[src/rtl/conv_mac_acc.sv]
// conv_mac_acc: multi-channel sequential convolution MAC.
// Each accepted beat carries one channel's K_H x K_W window and weights. Beat sums
// accumulate on top of a bias until the group closes. The group closes on in_last,
// or is forced closed after C_IN beats. On close the result gets optional ReLU, an
// arithmetic right shift and an unsigned clamp, and is held on a valid/ready output.
module conv_mac_acc #(
    parameter int K_H   = 3,
    parameter int K_W   = 3,
    parameter int DW    = 8,
    parameter int WW    = 8,
    parameter int C_IN  = 4,
    parameter int ACC_W = 32,
    parameter int OUT_W = 8
) (
    input  logic                         clk,
    input  logic                         rst_n,
    input  logic                         in_valid,
    output logic                         in_ready,
    input  logic [K_H*K_W*DW-1:0]        in_win,
    input  logic [K_H*K_W*WW-1:0]        in_w,
    input  logic                         in_last,
    input  logic [ACC_W-1:0]             bias,
    input  logic                         cfg_relu,
    input  logic [4:0]                   cfg_shift,
    output logic                         out_valid,
    input  logic                         out_ready,
    output logic [ACC_W-1:0]             out_acc,
    output logic [OUT_W-1:0]             out_q,
    output logic                         out_sat,
    output logic [$clog2(C_IN+1)-1:0]    out_len
);

    localparam int N  = K_H * K_W;
    localparam int LW = $clog2(C_IN + 1);
    localparam logic signed [ACC_W-1:0] Q_MAX = {{(ACC_W-OUT_W){1'b0}}, {OUT_W{1'b1}}};

    typedef enum logic {
        IDLE,
        ACC
    } state_t;

    state_t                  state;
    logic signed [ACC_W-1:0] acc;
    logic [LW-1:0]           cnt;

    logic signed [ACC_W-1:0] beat_sum;
    logic signed [ACC_W-1:0] acc_base;
    logic signed [ACC_W-1:0] acc_next;
    logic [LW-1:0]           cnt_next;
    logic                    beat_fire;
    logic                    close_beat;
    logic signed [ACC_W-1:0] relu_val;
    logic signed [ACC_W-1:0] shifted;
    logic [OUT_W-1:0]        q_val;
    logic                    sat_val;

    // The input stalls only while a result is pending and not being taken this cycle.
    assign in_ready  = !out_valid || out_ready;
    assign beat_fire = in_valid && in_ready;

    // Sum of the channel's products; activations are unsigned, weights signed, wraps at ACC_W.
    always_comb begin
        beat_sum = '0;
        for (int i = 0; i < N; i++) begin
            beat_sum = beat_sum
                + ($signed({{(ACC_W-DW){1'b0}}, in_win[i*DW +: DW]})
                 * $signed({{(ACC_W-WW){in_w[i*WW+WW-1]}}, in_w[i*WW +: WW]}));
        end
    end

    // Next accumulator and beat count; a fresh group starts from the bias instead of acc.
    always_comb begin
        acc_base   = (state == IDLE) ? $signed(bias) : acc;
        acc_next   = acc_base + beat_sum;
        cnt_next   = (state == IDLE) ? LW'(1) : cnt + LW'(1);
        close_beat = beat_fire && (in_last || (cnt_next == LW'(C_IN)));
    end

    // Post-processing of the closing value: ReLU, floor shift, then unsigned clamp.
    always_comb begin
        relu_val = (cfg_relu && acc_next[ACC_W-1]) ? '0 : acc_next;
        shifted  = relu_val >>> cfg_shift;
        q_val    = '0;
        sat_val  = 1'b0;
        if (shifted < 0) begin
            q_val = '0;
        end else if (shifted > Q_MAX) begin
            q_val   = '1;
            sat_val = 1'b1;
        end else begin
            q_val = shifted[OUT_W-1:0];
        end
    end

    // Group FSM plus output registers; a close in the same cycle as an output handshake reloads.
    always_ff @(posedge clk or negedge rst_n) begin
        if (!rst_n) begin
            state     <= IDLE;
            acc       <= '0;
            cnt       <= '0;
            out_valid <= 1'b0;
            out_acc   <= '0;
            out_q     <= '0;
            out_sat   <= 1'b0;
            out_len   <= '0;
        end else begin
            if (beat_fire) begin
                if (close_beat) begin
                    state <= IDLE;
                    acc   <= '0;
                    cnt   <= '0;
                end else begin
                    state <= ACC;
                    acc   <= acc_next;
                    cnt   <= cnt_next;
                end
            end
            if (close_beat) begin
                out_valid <= 1'b1;
                out_acc   <= relu_val;
                out_q     <= q_val;
                out_sat   <= sat_val;
                out_len   <= cnt_next;
            end else if (out_ready) begin
                out_valid <= 1'b0;
            end
        end
    end

endmodule

[config.mk]
export PLATFORM = sky130hd
export DESIGN_NAME = conv_mac_acc
export DESIGN_NICKNAME = d
export VERILOG_FILES = /design/src/rtl/conv_mac_acc.sv
export SDC_FILE = /design/constraint.sdc
export NUM_CORES = 2
export LEC_CHECK = 0
export CORE_MARGIN = 2
export CORE_UTILIZATION = 55
export DETAILED_ROUTE_END_ITERATION = 12
export PLACE_DENSITY_LB_ADDON = 0.12
export SKIP_LAST_GASP = 1
export SYNTH_ARGS = -nofsm -noshare
export SYNTH_HDL_FRONTEND = slang
export SYNTH_SLANG_ARGS = --single-unit
[constraint.sdc]
create_clock -name clk -period 16.1 [get_ports clk]
set_input_delay 2.415 -clock clk [delete_from_list [all_inputs] [get_ports clk]]
set_output_delay 2.415 -clock clk [all_outputs]
set_load 0.05 [all_outputs]
# --- Word-level counts from Yosys, hierarchy flattened ---
# Cells that the tools add are included.
totals:
  output_inout_bits: 46
  elab_cells: 50
  regBits: 81
op_classes:
  n_lt_le_gt_ge: 2
  n_eq_ne: 1
  n_mux: 12
  mul: 9
  n_addsub: 10
  n_reduce_logical: 7
  n_shift: 1
op_table:
  columns: ["operator", "n"]
  rows:
  - ["$mul 9x8->17", 9]
  - ["$mux 32", 3]
  - ["$add 32x25->32", 1]
  - ["$gt 32x9->1 const B", 1]
  - ["$lt 32x1->1 const B", 1]
  - ["$sshr 32x5->32", 1]
  - ["$add 24x17->25", 1]
  - ["$add 23x17->24", 1]
  - ["$add 22x17->23", 1]
  - ["$add 21x17->22", 1]
  - ["$add 20x17->21", 1]
  - ["$add 19x17->20", 1]
  - ["$add 18x17->19", 1]
  - ["$add 17x17->18", 1]
  - ["$mux 8", 2]
  - ["$mux 3", 2]
  - ["$mux 1", 5]
  - ["$add 3x1->3 const B", 1]
  - ["$eq 3x3->1 const B", 1]
  - ["$logic_and 1x1->1", 3]
  - ["$logic_or 1x1->1", 2]
  - ["$reduce_bool 2->1", 1]
  - ["$logic_not 1->1", 1]

# --- Depth between registers and ports, before layout ---
logic_depth:
  word_depth: 16
  mapped_depth: 36

# --- Worst setup path after synthesis ---
# OpenSTA, ideal clock, no wires.
synth_path:
  kind: "input to register"
  start: "input port in_w[63]"
  end: "register out_q[4]"
  setup_slack_ns: 4.559
  path_stages: 31
  arrival_time_ns: 11.415
  path_cell_list: "clkinv_1 nor2_1 fa_1 fa_1 inv_1 fa_1 inv_1 fa_1 inv_1 fa_1 inv_1 fa_1 fa_1 inv_1 fa_1 fa_1 inv_1 fa_1 ha_1 o21a_1 o21ba_4 a21o_1 a221oi_1 mux2i_1 nand3b_1 mux4_2 a2111o_1 o31a_1 nor4_4 o22ai_1 a221o_1"
synth_via:
  elab_chain_cells: 10
  word_cells_on_any_way: 11
  classes_between: "add/sub: 3; mul: 1; order compare: 2; shift: 1; mux: 3; reduce/logical: 1"
synth_rtl:
  columns: ["item", "line_no", "text"]
  rows:
  - ["from (decl)", "20", "input logic [K_H*K_W*WW-1:0] in_w,"]
  - ["$mul 9x8->17 *", "67", "* $signed({{(ACC_W-WW){in_w[i*WW+WW-1]}}, in_w[i*WW +: WW]}));"]
  - ["$add 23x17->24 *", "66", "+ ($signed({{(ACC_W-DW){1'b0}}, in_win[i*DW +: DW]})"]
  - ["$add 24x17->25 *", "66", null]
  - ["$add 32x25->32 *", "74", "acc_next = acc_base + beat_sum;"]
  - ["$logic_and 1x1->1", "81", "relu_val = (cfg_relu && acc_next[ACC_W-1]) ? '0 : acc_next;"]
  - ["$mux 32 *", "81", null]
  - ["$sshr 32x5->32 *", "82", "shifted = relu_val >>> cfg_shift;"]
  - ["$gt 32x9->1", "87", "end else if (shifted > Q_MAX) begin"]
  - ["$mux 8", "87", null]
  - ["$mux 8 *", "85", "if (shifted < 0) begin"]
  - ["to (signal assigned)", "121", "out_q <= q_val;"]
  - ["to (decl)", "28", "output logic [OUT_W-1:0] out_q,"]
# Mark *: on every way between the ends. The rest lies on a longest branch, timed or not.
# A chain may end at the register's enable or synchronous reset.

# --- Final worst setup path ---
# Same ends and word-level chain as after synthesis.

==> metrics.yaml <==
grt-ovfl-total: 0
tns_ns: 0
fmax_ghz: 0.0749
drt_wl_total_um: 86700
multi_input_area_sq_mm: 0.0250
crit_top_cell: "fa_1"
synth_top_family_by_area: "adder cells"
ys_ff_latch: 81
final_common_cell: "inv_1"
synthMuxAreaShare_pct: 2.85
clk_pin_slew_ns: 0.07
yosys_warnings: 0
start_kind: "input port"
dp_slack_ns: 2.47
cts_resized: 0
slew_headroom_pct: 27.0
async_flop_share_pct: 100
setup_viol: 0
routabilityCongestion: 0.926
ys.flop_type: "dfrtp_1"
post_cts.repair.setup_buffers: 0
crit_fanout: 48
synth_cell_types: 104
cp_data_required_time_ns: 16.35
area_growth_pct: 10.9
tritoncts: "built"
placed_area_sq_mm: 0.0335
start_util_pct: 55.5
grt_setup_unrepaired: "false"
synth-edff-count: 0
synth-adder-area-share_pct: 56.2
core_sq_mm: 0.0550
cts-root-buf: "clkbuf_16"
grtUsageTotal_pct: 32.1
cts_sinks: 81
design.die.area_sq_mm: 0.0574
synth_area_sq_mm: 0.0305
drt_first_pass_iters: 5
drt_iter0_markers: 1443
syn_inst: 3228
die_w_um: 240
mostFrequentLayoutCells: "820 x inv_1, 634 x fa_1, 356 x ha_1, 342 x and2_1, 293 x nand2_1"
fp.dieH_um: 240
grt_max_degree: 72
worst_slack_ns: 2.74
grt_pass1_vias: 25000
synth.net_count: 4405
synth-simple-area-share_pct: 14.7
grt_pass1_wl_um: 140000
critPathSlowestCell: "and3_2"
drive_gt1_share_pct: 3.67
hold_path.class: "reg2reg"
final_area_sq_mm: 0.0338
hold_viol_final: 0
seq_area_frac_synth_pct: 6.64
port_buffers: 232
regArea_sq_mm: 0.00203
fin_worst_hold_slack_ns: 0.467
dp_hpwl_um: 75800
clkLatencyLatePin_ns: 0.36
drc: 0
synth_compound_area_share_pct: 7.27
detail-route-antenna-nets: 0
fin_skew_ns: 0.00482
fin_crit_sh_pct: 83.0
numCtsBuffers: 9
num_rows: 86
synth_xor_area_share_pct: 1.12
viasPerCell: 5.44
nets: 4603
worst-setup-path-type: "in2reg"
holdBufCountCts: 0
worst_pin_slew_ns: 1.09
outcome: "complete, no violations"
cts.htree.levels: 3
ioPinCount: 233
synth_area_per_cell_sq_um: 9.45
wire_per_inst_um: 20.7
final.fill_count: 4812
clock_path_buffers: 2
via_count: 22700
slowest_delay_ns: 0.91
antenna_found_initial: 1
crit_path_end_kind: "register"
slew_violations: 0
arrival_ns: 13.60
cap_violations: 0
period_needed_ns: 13.36
-- logic make-up after synthesis --
group           count (synthesis)
compound gates                302
mux                            65
flops                          81
buf+inv                       883
fa+ha+maj                     990
simple gates                  869
xor+xnor                       38
-- flip-flops by register name (all words and copies together) (netlist names) --
signal,flops
acc,32
out_acc,32
out_q,8
cnt,3
out_len,3
out_sat,1
out_valid,1
state,1
-- cell usage after synthesis, types with 16 or more instances --
| master | count | area share (%) |
|---|---|---|
| xnor2_1 | 23 | 0.66 |
| nor2b_1 | 17 | 0.35 |
| mux2_2 | 31 | 1.1 |
| and2_1 | 342 | 7.0 |
| nand2b_1 | 21 | 0.43 |
| nor3_1 | 16 | 0.26 |
| fa_1 | 634 | 42 |
| nand3_1 | 25 | 0.41 |
| a21oi_1 | 49 | 0.80 |
| clkbuf_1 | 34 | 0.42 |
| nor2_1 | 104 | 1.3 |
| o31ai_1 | 33 | 0.81 |
| nand2_1 | 293 | 3.6 |
| inv_1 | 820 | 10 |
| ha_1 | 356 | 15 |
| mux2i_1 | 20 | 0.66 |
| dfrtp_1 | 81 | 6.6 |
| o21ai_0 | 65 | 1.1 |
-- through the flow --
stage | utilization (%) | cells
floorplan | - | 3228
CTS | 61.5 | 4179
finish | 61.5 | 4180
global placement | 61.0 | 4163
global route | 61.5 | 4180
detailed placement | 61.0 | 4163
-- path summary, 6_finish.rpt --
path                       slack (ns)              startpoint                      end  cells past startpoint
min in group asynchronous        1.96                   rst_n  out_acc[19]$_DFFE_PN0P_                      1
hold / removal                   0.47  out_acc[3]$_DFFE_PN0P_   out_acc[3]$_DFFE_PN0P_                      2
setup reg to reg                 5.48       state$_DFFE_PN0P_     out_q[4]$_DFFE_PN0P_                     28
max in group asynchronous       13.02                   rst_n        state$_DFFE_PN0P_                      2
hold reg to reg                  0.47  out_acc[3]$_DFFE_PN0P_   out_acc[3]$_DFFE_PN0P_                      2
setup / recovery                 2.74                in_w[63]     out_q[4]$_DFFE_PN0P_                     32
-- critical path, delay by kind of cell --
kind,cells,cell delay [ns]
AND/OR/NAND/NOR,5,1.93
AO/OA/AOI/OAI,8,2.34
adder cells (fa/ha/maj),11,5.42
buffers and inverters,8,1.45
-- routing by layer --
metal	vias to the layer above	part of all wire [%]	global-route usage, %	wire [um]
li1	10300	-	-	-
met1	11600	43	44.2	37100
met2	739	49	54.1	42500
met3	114	5.5	3.83	4750
met4	0	2.7	8.39	2330
met5	-	0	0	0
-- layout make-up --
class,count,area share [%]
Tap cell,748,2.77
Clock inverter,7,0.240
Clock buffer,9,0.666
Multi-Input combinational cell,2264,74.0
Antenna cell,1,0.00740
Timing Repair Buffer,245,7.14
Inverter,825,9.15
Sequential cell,81,5.99
Power is not shown: default switching activity piles up to over one toggle a cycle in this logic, so the estimate is an artifact.
